--- src/rtl/alu_mult_seq_if.sv ---
// Bundle between the pipeline control, the sequential multiplier and the combinational ALU.
// The slave modport is the multiplier's view; the master modport is the surrounding environment.
interface alu_mult_seq_if #(
  parameter int WIDTH = 32
);
  logic             start;
  logic [WIDTH-1:0] a;
  logic [WIDTH-1:0] b;
  logic             signed_op;
  logic             busy;
  logic             done;
  logic [WIDTH-1:0] product_hi;
  logic [WIDTH-1:0] product_lo;
  logic [WIDTH-1:0] alu_a;
  logic [WIDTH-1:0] alu_b;
  logic [4:0]       alu_op;
  logic [WIDTH-1:0] alu_result;
  logic             alu_carryout;

  modport slave (
    input  start, a, b, signed_op, alu_result, alu_carryout,
    output busy, done, product_hi, product_lo, alu_a, alu_b, alu_op
  );

  modport master (
    output start, a, b, signed_op, alu_result, alu_carryout,
    input  busy, done, product_hi, product_lo, alu_a, alu_b, alu_op
  );
endinterface

--- src/rtl/alu_mult_seq.sv ---
// Shift-add 32x32->64 multiplier driving an external ALU, one add per clock; done after 33 cycles
// (34 with a signed negative result); start is ignored while busy. MULT_SIGNED_EN adds signed support.
module alu_mult_seq #(
  parameter int WIDTH      = 32,
  parameter int ITER_CNT_W = 6
) (
  input  logic         clk,
  input  logic         reset,
  alu_mult_seq_if.slave bus
);
  typedef enum logic [1:0] {IDLE, RUN, FIX, DONE} state_t;

  localparam logic [WIDTH-1:0]      ONE_W  = WIDTH'(1);
  localparam logic [2*WIDTH-1:0]    ONE_2W = (2*WIDTH)'(1);
  localparam logic [ITER_CNT_W-1:0] LAST   = ITER_CNT_W'(WIDTH - 1);

  state_t                state, state_nxt;
  logic [WIDTH-1:0]      mcand, mcand_nxt;
  logic [WIDTH-1:0]      hi, hi_nxt;
  logic [WIDTH-1:0]      lo, lo_nxt;
  logic [ITER_CNT_W-1:0] cnt, cnt_nxt;
  logic                  neg_pending, neg_nxt;
  logic [2*WIDTH-1:0]    prod;
  logic                  prod_load;
  logic [WIDTH-1:0]      a_load, b_load;
  logic                  neg_load;

`ifdef MULT_SIGNED_EN
  // Signed operands are reduced to magnitudes; the sign is reapplied in FIX.
  always_comb begin
    a_load   = (bus.signed_op && bus.a[WIDTH-1]) ? (~bus.a + ONE_W) : bus.a;
    b_load   = (bus.signed_op && bus.b[WIDTH-1]) ? (~bus.b + ONE_W) : bus.b;
    neg_load = bus.signed_op && (bus.a[WIDTH-1] ^ bus.b[WIDTH-1]);
  end
`else
  logic unused_signed_op;
  assign unused_signed_op = bus.signed_op;
  assign a_load   = bus.a;
  assign b_load   = bus.b;
  assign neg_load = 1'b0;
`endif

  assign bus.alu_op     = 5'b00010;
  assign bus.alu_a      = hi;
  assign bus.alu_b      = lo[0] ? mcand : '0;
  assign bus.busy       = (state != IDLE);
  assign bus.done       = (state == DONE);
  assign bus.product_hi = prod[2*WIDTH-1:WIDTH];
  assign bus.product_lo = prod[WIDTH-1:0];

  always_comb begin
    state_nxt = state;
    mcand_nxt = mcand;
    hi_nxt    = hi;
    lo_nxt    = lo;
    cnt_nxt   = cnt;
    neg_nxt   = neg_pending;
    case (state)
      IDLE: begin
        if (bus.start) begin
          mcand_nxt = a_load;
          hi_nxt    = '0;
          lo_nxt    = b_load;
          cnt_nxt   = '0;
          neg_nxt   = neg_load;
          state_nxt = RUN;
        end
      end
      RUN: begin
        // The 33-bit ALU sum shifts right one place into the {hi, lo} product register.
        {hi_nxt, lo_nxt} = {bus.alu_carryout, bus.alu_result, lo[WIDTH-1:1]};
        cnt_nxt = cnt + ITER_CNT_W'(1);
        if (cnt == LAST) begin
          state_nxt = neg_pending ? FIX : DONE;
        end
      end
      FIX: begin
`ifdef MULT_SIGNED_EN
        {hi_nxt, lo_nxt} = ~{hi, lo} + ONE_2W;
`endif
        state_nxt = DONE;
      end
      DONE: begin
        state_nxt = IDLE;
      end
      default: begin
        state_nxt = IDLE;
      end
    endcase
  end

  // The product register loads on entry to DONE so it is already valid while done is high.
  assign prod_load = (state_nxt == DONE) && (state != DONE);

  always_ff @(posedge clk or posedge reset) begin
    if (reset) begin
      state       <= IDLE;
      mcand       <= '0;
      hi          <= '0;
      lo          <= '0;
      cnt         <= '0;
      neg_pending <= 1'b0;
      prod        <= '0;
    end else begin
      state       <= state_nxt;
      mcand       <= mcand_nxt;
      hi          <= hi_nxt;
      lo          <= lo_nxt;
      cnt         <= cnt_nxt;
      neg_pending <= neg_nxt;
      if (prod_load) begin
        prod <= {hi_nxt, lo_nxt};
      end
    end
  end
endmodule

--- src/flat_wrapper.sv ---
// flat-port wrapper written by rule: the top's interface ports become plain ports
module alu_mult_seq_flat 
#(
  parameter int WIDTH      = 32,
  parameter int ITER_CNT_W = 6
)
  (clk, reset, bus_start, bus_a, bus_b, bus_signed_op, bus_alu_result, bus_alu_carryout, bus_busy, bus_done, bus_product_hi, bus_product_lo, bus_alu_a, bus_alu_b, bus_alu_op);
  alu_mult_seq_if #(.WIDTH(WIDTH)) bus_i ();
  input  logic clk;
  input  logic reset;
  input wire logic [$bits(bus_i.start)-1:0] bus_start;
  input wire logic [$bits(bus_i.a)-1:0] bus_a;
  input wire logic [$bits(bus_i.b)-1:0] bus_b;
  input wire logic [$bits(bus_i.signed_op)-1:0] bus_signed_op;
  input wire logic [$bits(bus_i.alu_result)-1:0] bus_alu_result;
  input wire logic [$bits(bus_i.alu_carryout)-1:0] bus_alu_carryout;
  output wire logic [$bits(bus_i.busy)-1:0] bus_busy;
  output wire logic [$bits(bus_i.done)-1:0] bus_done;
  output wire logic [$bits(bus_i.product_hi)-1:0] bus_product_hi;
  output wire logic [$bits(bus_i.product_lo)-1:0] bus_product_lo;
  output wire logic [$bits(bus_i.alu_a)-1:0] bus_alu_a;
  output wire logic [$bits(bus_i.alu_b)-1:0] bus_alu_b;
  output wire logic [$bits(bus_i.alu_op)-1:0] bus_alu_op;
  assign bus_i.start = bus_start;
  assign bus_i.a = bus_a;
  assign bus_i.b = bus_b;
  assign bus_i.signed_op = bus_signed_op;
  assign bus_i.alu_result = bus_alu_result;
  assign bus_i.alu_carryout = bus_alu_carryout;
  assign bus_busy = bus_i.busy;
  assign bus_done = bus_i.done;
  assign bus_product_hi = bus_i.product_hi;
  assign bus_product_lo = bus_i.product_lo;
  assign bus_alu_a = bus_i.alu_a;
  assign bus_alu_b = bus_i.alu_b;
  assign bus_alu_op = bus_i.alu_op;
  alu_mult_seq #(.WIDTH(WIDTH), .ITER_CNT_W(ITER_CNT_W)) u_core (.clk(clk), .reset(reset), .bus(bus_i));
endmodule
--- config.mk ---
export PLATFORM = sky130hd
export DESIGN_NAME = alu_mult_seq_flat
export DESIGN_NICKNAME = d
export VERILOG_FILES = /design/src/rtl/alu_mult_seq_if.sv /design/src/rtl/alu_mult_seq.sv /design/src/flat_wrapper.sv
export SDC_FILE = /design/constraint.sdc
export NUM_CORES = 1
export LEC_CHECK = 0
export CAP_MARGIN = 10
export CORE_AREA = 4 4 137 139
export DETAILED_ROUTE_END_ITERATION = 12
export DIE_AREA = 0 0 141 143
export PLACE_DENSITY_LB_ADDON = 0.12
export SKIP_LAST_GASP = 1
export SLEW_MARGIN = 20
export SYNTH_ARGS = -nofsm -noshare
export SYNTH_HDL_FRONTEND = slang
export SYNTH_SLANG_ARGS = --single-unit
--- constraint.sdc ---
create_clock -name clk -period 5.2 [get_ports clk]
set_input_delay 1.04 -clock clk [delete_from_list [all_inputs] [get_ports clk]]
set_output_delay 1.04 -clock clk [all_outputs]
set_load 0.05 [all_outputs]
==> impl_metrics.py <==
metrics = {
    "power_and_ir_drop": {
        "leakage_nw": 4.24,
        "p_per_area_nw_per_um2": 793,
        "peakVddDrop_mv": 0.456,
    },
    "synth": {
        "synth_top_area_share": 0.597,
        "yosys.area.top_type": "dfrtp_1",
        "synthFlopType": "dfrtp_1",
        "ys_warn_count": 0,
        "yosysMostFrequentCell": "dfrtp_1",
        "synth_area_sq_um": 7040,
        "yosys.area_share.simple": 0.0430,
        "synthDistinctLibCells": 36,
        "synth_compound_area_frac": 0.114,
        "synth_edf_count": 0,
        "yosys.area_share.adder": 0.00711,
        "synth_top_family_by_area": "multiplexers",
        "synth_common_cells": "dfrtp_1 (168), mux2_2 (91), a22o_1 (34), mux2i_1 (34), o21ai_0 (34)",
        "yosys.area_share.xor_xnor": 0,
        "muxShareOfSynthArea": 0.202,
        "syn_inst": 511,
        "syn_avg_cell_area_sq_um": 13.8,
        "yosysSeqAreaShare": 0.597,
        "ys_seq_elements": 168,
        "ys_top_cells_by_area": "dfrtp_1 (60%), mux2_2 (15%), mux2i_1 (4.8%)",
        "async_reset_ff_frac": 1.00,
    },
    "sta": {
        "post-route-period-util": 0.696,
        "relSlewSlack": 0.414,
        "finalHoldViolations": 0,
        "max_freq_mhz": 276,
        "tightest_slew_ns": 0.879,
        "finalMaxSlewViolations": 0,
        "setup_viol": 0,
        "layout_min_cycle_time_ns": 3.62,
        "rsz0062_at_grt": "false",
        "skew_ns": 0.00923,
        "tns_ns": 0,
        "setup_ws_ns": 1.58,
    },
    "floorplanning": {
        "die_width_microns": 141,
        "dieArea_sq_um": 20200,
        "fp.coreArea_sq_um": 17700,
        "start_util": 0.399,
        "chipHeight_microns": 143,
        "rows": 49,
        "io_pins": 236,
    },
    "cells_and_area": {
        "utilization": 0.571,
        "design_area_sq_um": 10100,
        "diodes": 0,
        "fillers": 1423,
        "instances_no_fill": 972,
        "area_growth_pct": 43.3,
        "final_layout_size_suffix_gt1_frac": 0.187,
        "final_nets": 835,
    },
    "cts": {
        "clk_latency_ns": 0.42,
        "cts_sinks": 168,
        "cts_resized": 0,
        "clkTransAtPathRegs_ns": 0.07,
        "post_cts_buffers": 0,
        "ctsLongestPathBuffers": 2,
        "cts_tree": "done",
        "hold_buffers": 0,
        "cts_buffers": 17,
        "cts_max_level": 4,
        "cts-root-buf": "clkbuf_16",
    },
    "place": {
        "place_hpwl_microns": 11700,
        "placed_cell_area_sq_um": 9480,
        "io_buffers": 229,
        "dp_slack_ns": 2.01,
        "routabilityCongestion": 0.765,
        "dp_cells": 940,
    },
    "run_status": {
        "status": "complete, no violations",
    },
    "critical_path": {
        "cp.arrival_ns": 2.58,
        "reg2reg_depth": 8,
        "worst-setup-path-type": "flop to primary output",
        "critical_path.startpoint_type": "flop",
        "rrSetupSlack_ns": 2.32,
        "crit_path_end_kind": "primary output",
        "crit_fanout": 33,
        "worstReg2RegEnd": "u_core.prod[21]",
        "crit-reg2reg-launch": "u_core.state[1]",
        "worstPathRequired_ns": 4.16,
    },
    "detailed_routing": {
        "firstDrtPassIters": 4,
        "dr_total_vias": 4979,
        "wire_per_inst_microns": 18.1,
        "drt_iter0_drc": 208,
        "drc_errors": 0,
        "antenna_left": 0,
        "vias_per_cell": 5.12,
        "drt-total-wl_microns": 17600,
    },
    "global_route": {
        "grtUsageTotal": 0.177,
        "grt_max_degree": 169,
        "grt_pass1_wl_microns": 28300,
        "antenna_found_initial": 1,
        "grt-ovfl-total": 0,
        "grt_pass1_vias": 5473,
    },
    "worst_hold_path": {
        "min_path_cells": 1,
        "min_to": "u_core.prod[50]",
        "min_path_type": "flop to flop",
        "min-delay-start": "u_core.prod[50]",
    },
    "run": {
        "maxCapViolations": 0,
    },
}
==> cells by family after synthesis <==
group | count (synthesis)
flops | 168
mux | 130
compound gates | 110
simple gates | 52
buf+inv | 45
fa+ha+maj | 4
other cells | 2
==> flip-flops by register name (all words and copies together), names as in the netlist <==
register,count
u_core.lo,32
u_core.state,2
u_core.prod,64
u_core.mcand,32
u_core.cnt,6
u_core.bus.alu_a,32
==> placed cells by master (no fill, tap or decap), types with 5 or more instances in the layout <==
cell             instances
a22o_1                  34
a22oi_1                 32
and2_1                  32
buf_4                    8
clkbuf_16               17
clkdlybuf4s50_1        228
clkinvlp_4               5
conb_1                   5
dfrtp_1                168
inv_6                    6
mux2_1                   5
mux2_2                  91
mux2i_1                 34
nand2_1                  5
o21ai_0                 34
==> worst max-delay path by stage <==
stage                          from                   to  cells past startpoint
floorplan                     reset  u_core.bus.alu_a[0]                      1
global placement    u_core.state[0]             bus_busy                      5
detailed placement  u_core.state[0]             bus_busy                      5
CTS                 u_core.state[0]             bus_busy                      5
global route        u_core.state[0]             bus_busy                      5
finish              u_core.state[0]             bus_busy                      5
==> cell type report <==
class / instances / area (sq um) / share of cell area
sequential: 168 / 4200 / 0.417
multi-input combinational: 301 / 2600 / 0.258
timing repair buffer: 238 / 2370 / 0.235
clock buffer: 17 / 425 / 0.0422
tap: 229 / 287 / 0.0284
clock inverter: 15 / 181 / 0.0180
inverter: 4 / 18.8 / 0.00186
==> power by group <==
group          switching, mW  total (mW)  internal, mW  leakage (nW)
registers              0.403        2.35          1.95          1.98
clock network          0.560        1.29         0.727         0.285
logic                   2.72        4.36          1.64          1.98
==> metal layers <==
layer  GRT usage  up-vias  wire length, microns
li1            -     2299                     -
met1       0.208     2471                  7340
met2       0.290      178                  8310
met3      0.0740       29                  1530
met4      0.0704        2                   369
met5           0        -                    13
==> metrics by stage <==
| stage | hold WS, ns | power, mW |
|---|---|---|
| 2_1_floorplan | 0.471 | 5.34 |
| 3_3_place_gp | 0.468 | 6.67 |
| 3_5_place_dp | 0.474 | 6.76 |
| 4_1_cts | 0.490 | 8.09 |
| 5_1_grt | 0.509 | 8.44 |
| 6_report | 0.486 | 8.00 |
==> critical path: stages (launching register included) <==
cell,delay [ns]
dfrtp_1,0.44
inv_1,0.10
ha_1,0.33
inv_1,0.09
buf_4,0.31
clkdlybuf4s50_1,0.88
Note: power is estimated with default switching activity, not from simulation.
